### src/rtl/uart_pkg.sv
// uart_pkg: parity codes, serialiser state encoding and a parity helper
// shared by the buffered UART transmitter.
package uart_pkg;
    localparam logic [1:0] PAR_NONE = 2'b00;
    localparam logic [1:0] PAR_EVEN = 2'b01;
    localparam logic [1:0] PAR_ODD  = 2'b10;

    typedef enum logic [2:0] {S_IDLE, S_START, S_DATA, S_PARITY, S_STOP} state_t;

    // Callers zero-extend narrower payloads, which leaves the XOR unchanged.
    function automatic logic calc_parity(input logic [8:0] data, input logic [1:0] mode);
        return (mode == PAR_ODD) ? ~^data : ^data;
    endfunction
endpackage

### src/rtl/sync_fifo.sv
// sync_fifo: single-clock FIFO; full/empty come from an extra pointer wrap bit.
module sync_fifo #(
    parameter int WIDTH = 8,
    parameter int DEPTH = 4
) (
    input  logic                       clk,
    input  logic                       rst_n,
    input  logic                       push,
    input  logic                       pop,
    input  logic [WIDTH-1:0]           din,
    output logic [WIDTH-1:0]           dout,
    output logic                       full,
    output logic                       empty,
    output logic [$clog2(DEPTH):0]     count
);
    localparam int AW = $clog2(DEPTH);

    logic [WIDTH-1:0] mem [DEPTH];
    logic [AW:0]      wr_ptr, rd_ptr;
    logic             do_push, do_pop;

    assign do_push = push && !full;
    assign do_pop  = pop && !empty;
    assign empty   = wr_ptr == rd_ptr;
    assign full    = (wr_ptr[AW] != rd_ptr[AW]) && (wr_ptr[AW-1:0] == rd_ptr[AW-1:0]);
    assign count   = wr_ptr - rd_ptr;
    assign dout    = mem[rd_ptr[AW-1:0]];

    always_ff @(posedge clk or negedge rst_n) begin
        if (!rst_n) begin
            wr_ptr <= '0;
            rd_ptr <= '0;
        end else begin
            wr_ptr <= wr_ptr + (AW+1)'(do_push);
            rd_ptr <= rd_ptr + (AW+1)'(do_pop);
        end
    end

    always_ff @(posedge clk) begin
        if (do_push) mem[wr_ptr[AW-1:0]] <= din;
    end
endmodule

### src/rtl/uart_tx_fifo.sv
// uart_tx_fifo: FIFO-buffered UART transmitter with internal baud divider,
// configurable parity and stop bits; frames leave back-to-back.
module uart_tx_fifo
    import uart_pkg::*;
#(
    parameter int DATA_BITS  = 8,
    parameter int FIFO_DEPTH = 4,
    parameter int DIV_W      = 16
) (
    input  logic                          clk,
    input  logic                          rst_n,
    input  logic [DIV_W-1:0]              cfg_div,
    input  logic [1:0]                    cfg_parity,
    input  logic                          cfg_stop2,
    input  logic                          tx_valid,
    input  logic [DATA_BITS-1:0]          tx_data,
    output logic                          tx_ready,
    output logic                          tx_serial,
    output logic                          busy,
    output logic                          tx_done,
    output logic [$clog2(FIFO_DEPTH):0]   fifo_count
);
    state_t                 state, state_nxt;
    logic                   full, empty, pop, serial_nxt, done_nxt;
    logic [DATA_BITS-1:0]   fifo_dout, shift;
    logic [DIV_W-1:0]       cnt, div_q, div_eff;
    logic [3:0]             bit_idx;
    logic                   par_en_q, par_q, stop2_q;
    logic                   bit_end, last_data, last_stop;

    sync_fifo #(.WIDTH(DATA_BITS), .DEPTH(FIFO_DEPTH)) u_fifo (
        .clk   (clk),
        .rst_n (rst_n),
        .push  (tx_valid && !full),
        .pop   (pop),
        .din   (tx_data),
        .dout  (fifo_dout),
        .full  (full),
        .empty (empty),
        .count (fifo_count)
    );

    assign tx_ready  = !full;
    assign busy      = state != S_IDLE;
    assign div_eff   = (cfg_div < DIV_W'(2)) ? DIV_W'(2) : cfg_div;
    assign bit_end   = cnt == div_q - DIV_W'(1);
    assign last_data = bit_idx == 4'(DATA_BITS - 1);
    assign last_stop = !stop2_q || bit_idx == 4'd1;

    always_comb begin
        state_nxt  = state;
        pop        = 1'b0;
        serial_nxt = tx_serial;
        done_nxt   = 1'b0;
        case (state)
            S_IDLE: begin
                serial_nxt = 1'b1;
                if (!empty) begin
                    pop        = 1'b1;
                    state_nxt  = S_START;
                    serial_nxt = 1'b0;
                end
            end
            S_START: if (bit_end) begin
                state_nxt  = S_DATA;
                serial_nxt = shift[0];
            end
            S_DATA: if (bit_end) begin
                state_nxt  = last_data ? (par_en_q ? S_PARITY : S_STOP) : S_DATA;
                serial_nxt = last_data ? (par_en_q ? par_q : 1'b1) : shift[1];
            end
            S_PARITY: if (bit_end) begin
                state_nxt  = S_STOP;
                serial_nxt = 1'b1;
            end
            S_STOP: if (bit_end && last_stop) begin
                done_nxt   = 1'b1;
                pop        = !empty;
                state_nxt  = empty ? S_IDLE : S_START;
                serial_nxt = empty;
            end
            default: state_nxt = S_IDLE;
        endcase
    end

    always_ff @(posedge clk or negedge rst_n) begin
        if (!rst_n) begin
            state     <= S_IDLE;
            tx_serial <= 1'b1;
            tx_done   <= 1'b0;
        end else begin
            state     <= state_nxt;
            tx_serial <= serial_nxt;
            tx_done   <= done_nxt;
        end
    end

    // Frame settings are captured at pop so mid-frame config changes wait for the next frame.
    always_ff @(posedge clk or negedge rst_n) begin
        if (!rst_n) begin
            cnt      <= '0;
            bit_idx  <= '0;
            div_q    <= '0;
            shift    <= '0;
            par_en_q <= 1'b0;
            par_q    <= 1'b0;
            stop2_q  <= 1'b0;
        end else begin
            cnt     <= (state == S_IDLE || bit_end) ? '0 : cnt + DIV_W'(1);
            bit_idx <= (state_nxt != state) ? '0 : bit_idx + 4'(bit_end);
            if (pop) begin
                div_q    <= div_eff;
                shift    <= fifo_dout;
                par_en_q <= !(cfg_parity == PAR_NONE || cfg_parity == 2'b11);
                par_q    <= calc_parity(9'(fifo_dout), cfg_parity);
                stop2_q  <= cfg_stop2;
            end else if (state == S_DATA && bit_end) begin
                shift <= shift >> 1;
            end
        end
    end
endmodule

### config.mk
export PLATFORM = sky130hd
export DESIGN_NAME = uart_tx_fifo
export DESIGN_NICKNAME = d
export VERILOG_FILES = /design/src/rtl/uart_pkg.sv /design/src/rtl/sync_fifo.sv /design/src/rtl/uart_tx_fifo.sv
export SDC_FILE = /design/constraint.sdc
export NUM_CORES = 1
export LEC_CHECK = 0
export ABC_CLOCK_PERIOD_IN_PS = 3200
export CORE_MARGIN = 2
export CORE_UTILIZATION = 53
export CTS_CLUSTER_DIAMETER = 120
export CTS_CLUSTER_SIZE = 8
export DETAILED_ROUTE_END_ITERATION = 7
export GPL_TIMING_DRIVEN = 0
export MAX_ROUTING_LAYER = met4
export PLACE_DENSITY = 0.77
export SYNTH_ARGS = -nofsm -noshare
export SYNTH_HDL_FRONTEND = slang
export SYNTH_HIERARCHICAL = 1
export SYNTH_SLANG_ARGS = --single-unit
### constraint.sdc
create_clock -name clk -period 3.2 [get_ports clk]
set_clock_uncertainty 0.15 [all_clocks]
set_input_delay 0.64 -clock clk [delete_from_list [all_inputs] [get_ports clk]]
set_output_delay 0.64 -clock clk [all_outputs]
set_load 0.02 [all_outputs]
# Word level (Yosys, flattened, before mapping)
# Memories as Yosys holds them, arrays and structs flattened.
# Index checks and enable logic that the tools add are counted.
# word_totals
ff_bits	58
latchBits	0
ram_bits	32
romBits	0
input_bits	30
out_inout_bits	7
word_cells	88
memories	1
# mem_list
name	words	width	read_ports	rd_ports_with_merged_regs	write_ports	line	source
u_fifo.mem	4	8	1	0	1	sync_fifo.sv:18	logic [WIDTH-1:0] mem [DEPTH];
# classes
addsub	6
n_mul	0
div_mod_pow	0
order_cmp	1
n_eq_ne	17
n_shift	0
mux	30
bitwise_logic	0
n_reduce_logical	21
# ops
cell	n
$mux W16	2
$mux W3	7
$add A16 B1 Y16 const B	1
$eq A16 B16 Y1	1
$lt A16 B2 Y1 const B	1
$mux W8	2
$sub A16 B1 Y16 const B	1
$mux W1	15
$pmux W3 S5	1
$reduce_xnor A9 Y1	1
$reduce_xor A9 Y1	1
$ne A2 B2 Y1 const B	4
$add A3 B1 Y3	2
$eq A3 B2 Y1 const B	2
$logic_and A1 B1 Y1	6
$pmux W1 S5	1
$reduce_and A5 Y1	1
$reduce_bool A5 Y1	1
$add A4 B1 Y4	1
$eq A2 B2 Y1 const B	2
$eq A4 B1 Y1 const B	1
$eq A4 B3 Y1 const B	1
$logic_not A1 Y1	4
$mux W4	1
13 further kinds	15

# Depth between registers and ports, before layout
# Gate-level depths: netlist of the first run.
# logic_depth
ltp_word	7
ltp_mapped	13
ltp_nobuf	12

# Modules after synthesis
# Netlist of the first run, hierarchy kept.
# modules_own_cells
mod	n_inst	cells_each	area_each_um2	seq_area_each_um2
uart_tx_fifo	1	318	3054.2	1302.5
sync_fifo	1	76	1561.5	1111.1

# Worst setup path after synthesis of the first run
# OpenSTA, ideal clock, no wires.
# synth_path
path_kind	register to register
startpoint	register div_q[0]
endpoint	register u_fifo.rd_ptr[2]
setup_time_ns	0.079
t_arrival_ns	3.057
required_time_ns	2.971
slack_ns	-0.086
path_stages_with_launch	14
n_path_buf	1
synth_period_minus_slack_ns	3.286
path_cell_list	dfrtp_1 -> inv_1 -> ha_1 -> or4b_1 -> a2111oi_2 -> nor3_1 -> nor4_1 -> nand3_1 -> o41ai_4 -> buf_2 -> o21a_1 -> ha_1 -> ha_1 -> xor2_1
# synth_via
elab_chain_len	7
# synth_rtl
item	line	source
from (decl)	uart_tx_fifo.sv:26	logic [DIV_W-1:0] cnt, div_q, div_eff;
from (signal assigned)	uart_tx_fifo.sv:112	div_q <= div_eff;
$sub A16 B1 Y16	uart_tx_fifo.sv:46	assign bit_end = cnt == div_q - DIV_W'(1);
$eq A16 B16 Y1	uart_tx_fifo.sv:46	
$logic_and A1 B1 Y1	uart_tx_fifo.sv:76	S_STOP: if (bit_end && last_stop) begin
$mux W1	uart_tx_fifo.sv:76	
$pmux W1 S2	uart_tx_fifo.sv:55	case (state)
net pop	uart_tx_fifo.sv:24	logic full, empty, pop, serial_nxt, done_nxt;
$logic_and A1 B1 Y1	sync_fifo.sv:23	assign do_pop = pop && !empty;
$add A3 B1 Y3	sync_fifo.sv:35	rd_ptr <= rd_ptr + (AW+1)'(do_pop);
to (signal assigned)	sync_fifo.sv:35	
to (decl)	sync_fifo.sv:19	logic [AW:0] wr_ptr, rd_ptr;
# The timed path passes the listed nets, and every way through them passes these cells.
# A chain may end at the register's enable or synchronous reset.

# Worst setup path after layout of the first run
# layout_path
startpoint	register div_q[1]
endpoint	register div_q[12]
# layout_via
elab_chain_len	5
# layout_rtl
item	line
$sub A16 B1 Y16	uart_tx_fifo.sv:46
$eq A16 B16 Y1	uart_tx_fifo.sv:46
$logic_and A1 B1 Y1	uart_tx_fifo.sv:76
$mux W1	uart_tx_fifo.sv:76
$pmux W1 S2	uart_tx_fifo.sv:55
# No other way between the ends.

==> results of run 1 <==
==> metal layers <==
metal	vias to the layer above	GRT usage	routed length, um
met5	-	-	0
met4	0	0.0844	179
met3	14	0.0288	276
met2	66	0.327	4380
met1	1560	0.245	3900
li1	1554	-	-
==> worst paths after layout <==
path                            startpoint   endpoint  slack, ns  cells after the start
max in group asynchronous            rst_n  div_q[15]       2.17                      2
worst max-delay path              div_q[1]  div_q[12]       0.08                     11
worst max register to register    div_q[1]  div_q[12]       0.08                     11
worst min register to register   tx_serial  tx_serial       0.37                      2
min in group clk                 tx_serial  tx_serial       0.37                      2
worst min-delay path                 rst_n    cnt[10]       0.14                      1
==> Yosys cell counts, drive strengths merged (5+ instances only) <==
| master | count | area (um2) |
|---|---|---|
| clkbuf | 7 | 26.3 |
| mux4 | 8 | 203 |
| nand3 | 21 | 105 |
| mux2 | 15 | 169 |
| o21ai | 11 | 55.1 |
| mux2i | 6 | 60.1 |
| inv | 22 | 82.6 |
| nor4 | 11 | 68.8 |
| xnor2 | 20 | 175 |
| nand4 | 5 | 31.3 |
| xor2 | 25 | 226 |
| edfxtp | 32 | 961 |
| nor3 | 8 | 40.0 |
| buf | 8 | 61.3 |
| and3 | 6 | 37.5 |
| dfrtp | 57 | 1430 |
| nand2 | 25 | 93.8 |
| nor2 | 33 | 124 |
| ha | 11 | 138 |
| a21oi | 5 | 25.0 |
| nand3b | 5 | 37.5 |
==> metrics by stage <==
| step | area (um2) | TNS [ns] |
|---|---|---|
| finish | 5540 | 0 |
| detailed placement | 5150 | -12.11 |
| global route | 5540 | -0.217 |
| floorplan | 4620 | 0 |
| global placement | 5110 | -39.73 |
| CTS | 5440 | 0 |
==> cells by family (layout without fill, tap and decap cells) <==
| kind of cell | Yosys count | in the layout | share of synthesized area |
|---|---|---|---|
| xor gates and xnor gates | 45 | 45 | 0.0870 |
| muxes | 29 | 29 | 0.0935 |
| AOI/OAI and AO/OA | 48 | 48 | 0.0781 |
| and+or+nand+nor | 133 | 133 | 0.147 |
| adders and majority gates | 12 | 12 | 0.0342 |
| buffers and inverters | 37 | 104 | 0.0369 |
| DFF | 90 | 90 | 0.523 |
==> layout by cell type (no fill, tap or decap), types with 4 or more instances in the layout <==
| cell type | count |
|---|---|
| o21ai_0 | 11 |
| nand2_1 | 25 |
| xor2_1 | 24 |
| edfxtp_1 | 32 |
| mux2i_1 | 6 |
| mux2_2 | 11 |
| a31oi_1 | 4 |
| mux4_1 | 6 |
| and4_1 | 4 |
| nor2_1 | 33 |
| nand4_1 | 5 |
| buf_4 | 9 |
| dfrtp_1 | 57 |
| nor4_1 | 8 |
| inv_1 | 20 |
| nand2b_1 | 4 |
| ha_1 | 9 |
| xnor2_1 | 20 |
| buf_2 | 8 |
| nand3b_1 | 5 |
| and3_1 | 6 |
| clkbuf_1 | 5 |
| a21oi_1 | 5 |
| clkbuf_8 | 9 |
| nand3_1 | 21 |
| nor3_1 | 6 |
| clkdlybuf4s50_1 | 34 |
==> worst max-delay path, delay by kind of cell, from the launching register on <==
| family | cells | cell delay, ns |
|---|---|---|
| multiplexers | 1 | 0.33 |
| AO/OA/AOI/OAI | 2 | 0.51 |
| adder cells (fa/ha/maj) | 1 | 0.16 |
| buffers and inverters | 3 | 0.44 |
| flip-flops | 1 | 0.43 |
| AND/OR/NAND/NOR | 4 | 0.97 |
==> state kept, by name, indices dropped and copies added, names as in the netlist <==
name and cells:
u_fifo/mem 32, cnt 16, div_q 16, shift 8, bit_idx 4, state 3
u_fifo/rd_ptr 3, u_fifo/wr_ptr 3, par_en_q 1, par_q 1, stop2_q 1, tx_done 1
tx_serial 1
==> area by class of cell <==
class / instances / area share
Inverter: 22 / 0.0149
Tap cell: 108 / 0.0244
Sequential cell: 90 / 0.436
Multi-Input combinational cell: 267 / 0.384
Buffer: 15 / 0.0212
Clock buffer: 9 / 0.0224
Timing Repair Buffer: 51 / 0.0849
Clock inverter: 7 / 0.0129
==> power groups by stage <==
stage	clock, uW	combinational [uW]	sequential, uW
after floorplan	0	1560	1810
after global placement	0	1980	1880
after detailed placement	0	2070	1890
after CTS	760	2180	1860
after global routing	807	2480	1940
final	744	2250	1890
==> repair_timing <==
item | 4_1_cts | 5_1_grt
gates cloned | 0 | 0
pin swaps | 2 | 7
gates resized for setup | 10 | 19
buffers inserted | 5 | 4
endpoints found under the setup margin | 62 | 41
==> results.tsv, run 1 <==
stage	metric	value	unit
outcome	status	finished, final reports clean	
worst_setup_path	startpoint types	flip-flop	
run	max-cap violations	0	
die	core area	8590	um2
placement	dpl ws	-0.465	ns
cells_and_area	ANT cells	0	
power_and_ir_drop	Pint	2970	uW
power_and_ir_drop	PD cells	881	nW/um2
routing	routed wire length	8730	um
timing	unrepaired setup endpoints after global routing	yes	
cells_and_area	share of cells above drive strength 1	0.167	
yosys	top_reg_cell synth	dfrtp_1	
cts	Root Driver	clkbuf_8	
die	Die Wd	97.3	um
yosys	Ys Warns	6	
grt	first-pass GRT wire length	14600	um
cts	CTS Sinks	90	
yosys	Mapped Area	4620	um2
power_and_ir_drop	maximum VDD drop	0.921	mV
timing	Final Setup Violations	0	
yosys	post-synthesis sequential area ratio	0.523	
routing	Iter 0 DRT Violations	148	
worst_setup_path	Crit. End Element	flip-flop	
timing	Slew headroom	0.457	
grt	total track usage	0.198	
cells_and_area	multi-input logic area	2130	um2
cts	H-tree levels	3	
hold_path	Tightest Hold Check Type	in2async	
worst_setup_path	Crit Path Max Fanout	10	
grt	largest net degree at the start of global routing	31	
cts	clk_lat worst skew	0.36	ns
power_and_ir_drop	Combinational Power Share	0.461	
yosys	post-synth cell types	59	
placement	GP Congestion	0.842	
placement	Cells after DPL	544	
timing	fin. max-slew vios	0	
power_and_ir_drop	Leak Pwr	0.00224	uW
power_and_ir_drop	Sequential Power Share	0.387	
timing	crit share post-route	0.975	
timing	Worst Tran Pin Value	0.814	ns
cells_and_area	sequential cell area	2410	um2
cells_and_area	Final Core Density	0.645	
cts	CTS max path bufs	2	
cells_and_area	fin cells	569	
die	num ports	37	
worst_setup_path	crit path DAT	3.22	ns
timing	Tmin final	3.12	ns
grt	total grt overflow	0	
yosys	ys async rst share	0.644	
placement	# port buffers	36	
cells_and_area	Nets	498	
timing	Fin. Hold Viols	0	
cells_and_area	fill count	660	
yosys	synthesized area per cell	11.7	um2
yosys	Yosys reg bits	90	
routing	drt first pass iters	4	
power_and_ir_drop	Clock Power Share	0.152	
worst_setup_path	slowest stage cell, crit path	or4b_4	
yosys	Post-synth EDFFs	32	
worst_setup_path	CP max stage delay	0.47	ns
die	Rows	34	
grt	antenna violations before repair	0	
yosys	Gate Count Post-Synth	394	
routing	antenna viol nets, final	0	
routing	WL per Instance	15.3	um
power_and_ir_drop	Pwr Total	4880	uW
cts	CTS tree	done	
placement	dpl hpwl	6290	um
cts	Hold-fix buffers, CTS	0	
timing	fmax	321	MHz
power_and_ir_drop	Sw Pwr	1910	uW
cells_and_area	area delta synth->final	20.0	%
grt	vias in the first global route	3139	
die	Die Y	97.3	um
routing	DR vias	3194	
routing	drt via density	5.61	
worst_setup_path	CP Cell Sequence	inv_2 > ha_4 > or4b_4 > a2111oi_4 > nor3_2 > nor4_1 > nand3_1 > o41ai_4 > buf_4 > buf_12 > mux2_2	
worst_setup_path	Req. time, crit path	3.30	ns
worst_setup_path	WS Path Type	reg2reg	
routing	DRC Markers	0	
die	die area	9470	um2
cts	clock-pin slew on the worst setup and hold paths	0.10	ns
cts	total CTS buffers	9	
timing	Final WS setup	0.0804	ns
yosys	syn_nets	436	
die	Initial Utilization	0.537	
timing	worst hold slack	0.135	ns
power_and_ir_drop	switching share of power	0.391	
Power figures use the tool's default switching activity.
==> inputs of run 2 (changes only) <==
--- a/config.mk
+++ b/config.mk
@@ -6,6 +6,7 @@
 export NUM_CORES = 1
 export LEC_CHECK = 0
 export ABC_CLOCK_PERIOD_IN_PS = 3200
+export CORE_ASPECT_RATIO = 0.9
 export CORE_MARGIN = 2
 export CORE_UTILIZATION = 53
 export CTS_CLUSTER_DIAMETER = 120
==> results.tsv, run 2 (same netlist as run 1, synthesis figures left out) <==
stage	metric	value	unit	change
timing	Slew headroom	0.437		-0.0200
worst_setup_path	Crit Path Max Fanout	5		-5
placement	# port buffers	36		unchanged
die	num ports	37		unchanged
die	Initial Utilization	0.541		+0.00410
die	Rows	32		-5.9%
hold_path	Tightest Hold Check Type	in2async		
timing	unrepaired setup endpoints after global routing	yes		
cells_and_area	ANT cells	0		unchanged
cells_and_area	fill count	652		-1.2%
routing	antenna viol nets, final	0		unchanged
routing	drt first pass iters	4		unchanged
cts	Root Driver	clkbuf_8		
grt	vias in the first global route	3117		-0.70%
run	max-cap violations	0		unchanged
die	Die Wd	102	um	+5.2%
cells_and_area	Nets	494		-0.80%
cts	CTS max path bufs	2		unchanged
cells_and_area	commonest non-fill, non-tap cells in the layout	dfrtp_1, clkdlybuf4s50_1, nor2_1		
routing	Iter 0 DRT Violations	192		+30%
worst_setup_path	CP max stage delay	0.47	ns	about the same
cts	Hold-fix buffers, CTS	0		unchanged
cells_and_area	area delta synth->final	21.0	%	
timing	Final Setup Violations	0		unchanged
placement	Placement Cell Area	5150	um2	unchanged
cells_and_area	max reg flops	32		unchanged
cts	clock-pin slew on the worst setup and hold paths	0.10	ns	about the same
timing	Fin. Hold Viols	0		unchanged
worst_setup_path	WS Path Type	reg2reg		
routing	WL per Instance	16.3	um	+6.2%
die	core area	8530	um2	-0.76%
worst_setup_path	crit path DAT	3.22	ns	about the same
routing	routed wire length	9390	um	+7.5%
worst_setup_path	Buf/Inv on CP	3		unchanged
cells_and_area	Final Core Density	0.655		+0.0102
worst_setup_path	slowest stage cell, crit path	or4b_4		
timing	Final WS setup	0.0862	ns	+0.00584 ns
placement	dpl ws	-0.481	ns	-0.0166 ns
placement	GP Congestion	0.860		+2.1%
timing	Tmin final	3.11	ns	-0.00584 ns
grt	first-pass GRT wire length	14800	um	+0.85%
timing	fin. max-slew vios	0		unchanged
worst_setup_path	Crit. End Element	flip-flop		
worst_setup_path	Req. time, crit path	3.31	ns	about the same
power_and_ir_drop	PD cells	892	nW/um2	+1.2%
die	die area	9470	um2	about the same
power_and_ir_drop	Leak Pwr	0.00222	uW	-0.84%
cts	H-tree levels	3		unchanged
grt	antenna violations before repair	0		unchanged
die	Die Y	92.5	um	-4.9%
routing	drt via density	5.64		+0.55%
cts	CTS tree	done		
worst_setup_path	CP Cell Sequence	inv_2 > ha_4 > or4b_4 > a2111oi_4 > nor3_4 > nor4_2 > nand3_1 > o41ai_4 > buf_6 > clkbuf_16 > mux2_2		
grt	total track usage	0.209		+0.0115
routing	DR vias	3251		+1.8%
timing	crit share post-route	0.973		-0.00182
cells_and_area	sequential cell area	2410	um2	about the same
cts	total CTS buffers	9		unchanged
outcome	status	finished, final reports clean		
cells_and_area	Final Instance Area	5590	um2	+0.81%
timing	Worst Tran Pin Value	0.844	ns	+0.0300 ns
worst_setup_path	startpoint types	flip-flop		
cells_and_area	most common cell after layout, fill and taps aside	dfrtp_1		
placement	dpl hpwl	6500	um	+3.2%
grt	largest net degree at the start of global routing	34		+9.7%
timing	fmax	321	MHz	+0.19%
timing	Sum Neg Setup Slack	0	ns	unchanged
power_and_ir_drop	maximum VDD drop	0.664	mV	-28%
cts	CTS Sinks	90		unchanged
cells_and_area	multi-input logic area	2160	um2	+1.8%
worst_setup_path	CP top delay family	simple AND/OR/NAND/NOR gates		
routing	DRC Markers	0		unchanged
grt	total grt overflow	0		unchanged
cts	clk_lat worst skew	0.37	ns	about the same
cells_and_area	share of cells above drive strength 1	0.173		+0.00584
[run 2: per-layer routing]
metal / vias to the layer above / track usage / share of wire
met5: - / - / 0
met4: 0 / 0.0456 / 0.024
met3: 21 / 0.0672 / 0.053
met2: 92 / 0.339 / 0.49
met1: 1587 / 0.259 / 0.43
li1: 1551 / - / -
[run 2: through the flow]
stage | power, uW | hold slack [ns] | std cells
2_1_floorplan | 3370 | 0.194 | 394
3_3_place_gp | 3870 | 0.336 | 549
3_5_place_dp | 3970 | 0.339 | 551
4_1_cts | 4840 | 0.125 | 572
5_1_grt | 5310 | 0.135 | 576
6_report | 4980 | 0.106 | 576
[run 2: area by class of cell]
type	count	area share
buffer	15	0.0199
clock buffer	9	0.0222
clock inverter	7	0.0121
inverter	22	0.0148
multi-input combinational	267	0.388
sequential	90	0.432
tap	119	0.0267
timing repair buffer	47	0.0845
[run 2: worst register-to-register path: cells and delay by family, from the launching register on]
kind	cells	cell delay (ns)
AO/OA/AOI/OAI	2	0.57
adder cells (fa/ha/maj)	1	0.14
buffers and inverters	3	0.42
flip-flops	1	0.42
multiplexers	1	0.33
AND/OR/NAND/NOR	4	0.98
[run 2: path summary, 6_finish.rpt]
kind	startpoint	endpoint	cells after the start	slack (ns)
hold reg to reg	u_fifo/rd_ptr[1]	u_fifo/rd_ptr[1]	1	0.36
max in group asynchronous	rst_n	div_q[0]	2	2.20
setup / recovery	div_q[1]	div_q[13]	11	0.09
hold / removal	rst_n	cnt[1]	1	0.11
min in group clk	u_fifo/rd_ptr[1]	u_fifo/rd_ptr[1]	1	0.36
setup reg to reg	div_q[1]	div_q[13]	11	0.09
[run 2: repair_timing]
| item | in CTS | in global routing |
|---|---|---|
| setup endpoints to repair | 69 | 49 |
| resized for setup | 13 | 22 |
| setup buffers | 5 | 3 |
| gates cloned | 0 | 1 |
| pin swaps | 2 | 6 |
[run 2: power by group]
part	leakage, uW	switching [uW]	total, uW	internal [uW]
sequential	0.00102	332	1900	1570
combinational	0.00111	1220	2320	1100
clock	0.0000962	447	752	305
total	0.00222	2000	4980	2980
==> inputs of run 3 (changes only) <==
--- a/config.mk
+++ b/config.mk
@@ -14,7 +14,7 @@
 export DETAILED_ROUTE_END_ITERATION = 7
 export GPL_TIMING_DRIVEN = 0
 export MAX_ROUTING_LAYER = met4
-export PLACE_DENSITY = 0.77
+export PLACE_DENSITY_LB_ADDON = 0.25
 export SYNTH_ARGS = -nofsm -noshare
 export SYNTH_HDL_FRONTEND = slang
 export SYNTH_HIERARCHICAL = 1
==> results.tsv, run 3 (same netlist as run 1, synthesis figures left out) <==
stage	metric	value	unit	change
timing	Fin. Hold Viols	0		unchanged
routing	DR vias	3253		+0.062%
worst_setup_path	CP max stage delay	0.48	ns	about the same
timing	fin. max-slew vios	0		unchanged
grt	largest net degree at the start of global routing	33		-2.9%
cts	Hold-fix buffers, CTS	0		unchanged
timing	unrepaired setup endpoints after global routing	yes		
worst_setup_path	Crit Path Max Fanout	10		+5
routing	routed wire length	9570	um	+2.0%
grt	first-pass GRT wire length	15700	um	+6.4%
timing	Tmin final	3.11	ns	-0.00432 ns
outcome	status	finished, final reports clean		
die	Die Wd	102	um	unchanged
routing	DRC Markers	0		unchanged
cts	clock-pin slew on the worst setup and hold paths	0.11	ns	about the same
worst_setup_path	crit path DAT	3.22	ns	about the same
grt	total grt overflow	0		unchanged
hold_path	Tightest Hold Check Type	in2async		
routing	antenna viol nets, final	0		unchanged
power_and_ir_drop	maximum VDD drop	0.862	mV	+30%
die	Initial Utilization	0.541		unchanged
cells_and_area	area delta synth->final	21.0	%	about the same
worst_setup_path	worst setup path start	div_q[0]		
worst_setup_path	Crit. End Element	flip-flop		
cells_and_area	fill count	664		+1.8%
routing	WL per Instance	16.6	um	+1.8%
worst_setup_path	slowest stage cell, crit path	or4b_4		
cells_and_area	most common cell after layout, fill and taps aside	dfrtp_1		
cells_and_area	Final Core Density	0.655		about the same
cts	Root Driver	clkbuf_8		
grt	antenna violations before repair	0		unchanged
timing	Sum Neg Setup Slack	0	ns	unchanged
placement	# port buffers	36		unchanged
worst_setup_path	CP Cell Sequence	inv_2 > ha_4 > or4b_4 > a2111oi_4 > nor3_2 > nor4_1 > nand3_1 > o41ai_4 > buf_4 > buf_12 > mux2_2		
die	die area	9470	um2	unchanged
cells_and_area	commonest non-fill, non-tap cells in the layout	dfrtp_1, clkdlybuf4s50_1, nor2_1		
run	max-cap violations	0		unchanged
cells_and_area	max reg flops	32		unchanged
routing	drt via density	5.64		-0.11%
cells_and_area	Nets	495		+0.20%
cts	CTS Sinks	90		unchanged
worst_setup_path	reg-to-reg startpoint	div_q[0]		
cts	total CTS buffers	9		unchanged
grt	total track usage	0.226		+0.0165
cts	CTS tree	done		
cells_and_area	multi-input logic area	2160	um2	-0.23%
cells_and_area	sequential cell area	2410	um2	about the same
timing	crit share post-route	0.972		-0.00135
die	Rows	32		unchanged
worst_setup_path	startpoint types	flip-flop		
cts	H-tree levels	3		unchanged
timing	Final Setup Violations	0		unchanged
worst_setup_path	WS Path Type	reg2reg		
placement	GP Congestion	0.905		+5.2%
worst_setup_path	Req. time, crit path	3.31	ns	about the same
timing	Slew headroom	0.359		-0.0786
power_and_ir_drop	PD cells	897	nW/um2	+0.56%
cells_and_area	share of cells above drive strength 1	0.172		-0.000377
placement	dpl hpwl	6730	um	+3.5%
cts	clk_lat worst skew	0.37	ns	about the same
die	Die Y	92.5	um	unchanged
routing	Iter 0 DRT Violations	230		+20%
cts	CTS max path bufs	2		unchanged
power_and_ir_drop	Leak Pwr	0.00223	uW	+0.25%
die	num ports	37		unchanged
cells_and_area	ANT cells	0		unchanged
routing	drt first pass iters	4		unchanged
timing	Worst Tran Pin Value	0.953	ns	+0.109 ns
die	core area	8530	um2	unchanged
timing	fmax	322	MHz	+0.14%
grt	vias in the first global route	3178		+2.0%
run 3: final timing paths:
check | end | slack (ns) | cells past startpoint
worst max register to register | div_q[8] | 0.09 | 11
min in group clk | par_q | 0.36 | 1
max in group asynchronous | tx_serial | 2.13 | 2
worst min register to register | par_q | 0.36 | 1
worst max-delay path | div_q[8] | 0.09 | 11
worst min-delay path | cnt[8] | 0.12 | 1
run 3: critical path: cells and delay by family (launching register included):
family                     cells  cell delay, ns
and+or+nand+nor                4            0.92
AOI/OAI and AO/OA              2            0.57
buffers and inverters          3            0.44
DFF                            1            0.41
muxes                          1            0.34
adders and majority gates      1            0.16
run 3: timing repair:
action                     in CTS  in global routing
setup endpoints to repair      88                 46
pin swaps                       2                  4
resized for setup              15                 14
setup buffers                   5                  6
run 3: area by class of cell:
cell class	count	share of cell area
plain buffers	15	0.0204
well taps	119	0.0267
clock inverters	7	0.0146
repair buffers	48	0.0825
multi-input cells	267	0.387
inverters	22	0.0148
clock buffers	9	0.0222
flip-flops and latches	90	0.432
run 3: metal layers:
metal	GRT usage	vias to the layer above	share of wire
li1	-	1556	-
met1	0.306	1594	0.46
met2	0.338	95	0.47
met3	0.0536	8	0.055
met4	0.0733	0	0.013
met5	-	-	0
run 3: stage by stage:
stage	std cells	power [uW]	cell area, um2	setup slack, ns	hold WS [ns]
after floorplan	394	3370	4620	0.0636	0.194
after global placement	549	3880	5130	-0.511	0.336
after detailed placement	550	4020	5170	-0.579	0.342
after CTS	571	4930	5480	0.00965	0.131
after global routing	577	5360	5580	-0.0360	0.169
final	577	5010	5580	0.0905	0.118
run 3: power breakdown:
group	internal [uW]	switching [uW]	total (uW)
clock network	313	472	785
registers	1570	324	1900
logic	1110	1220	2330
total	2990	2010	5010
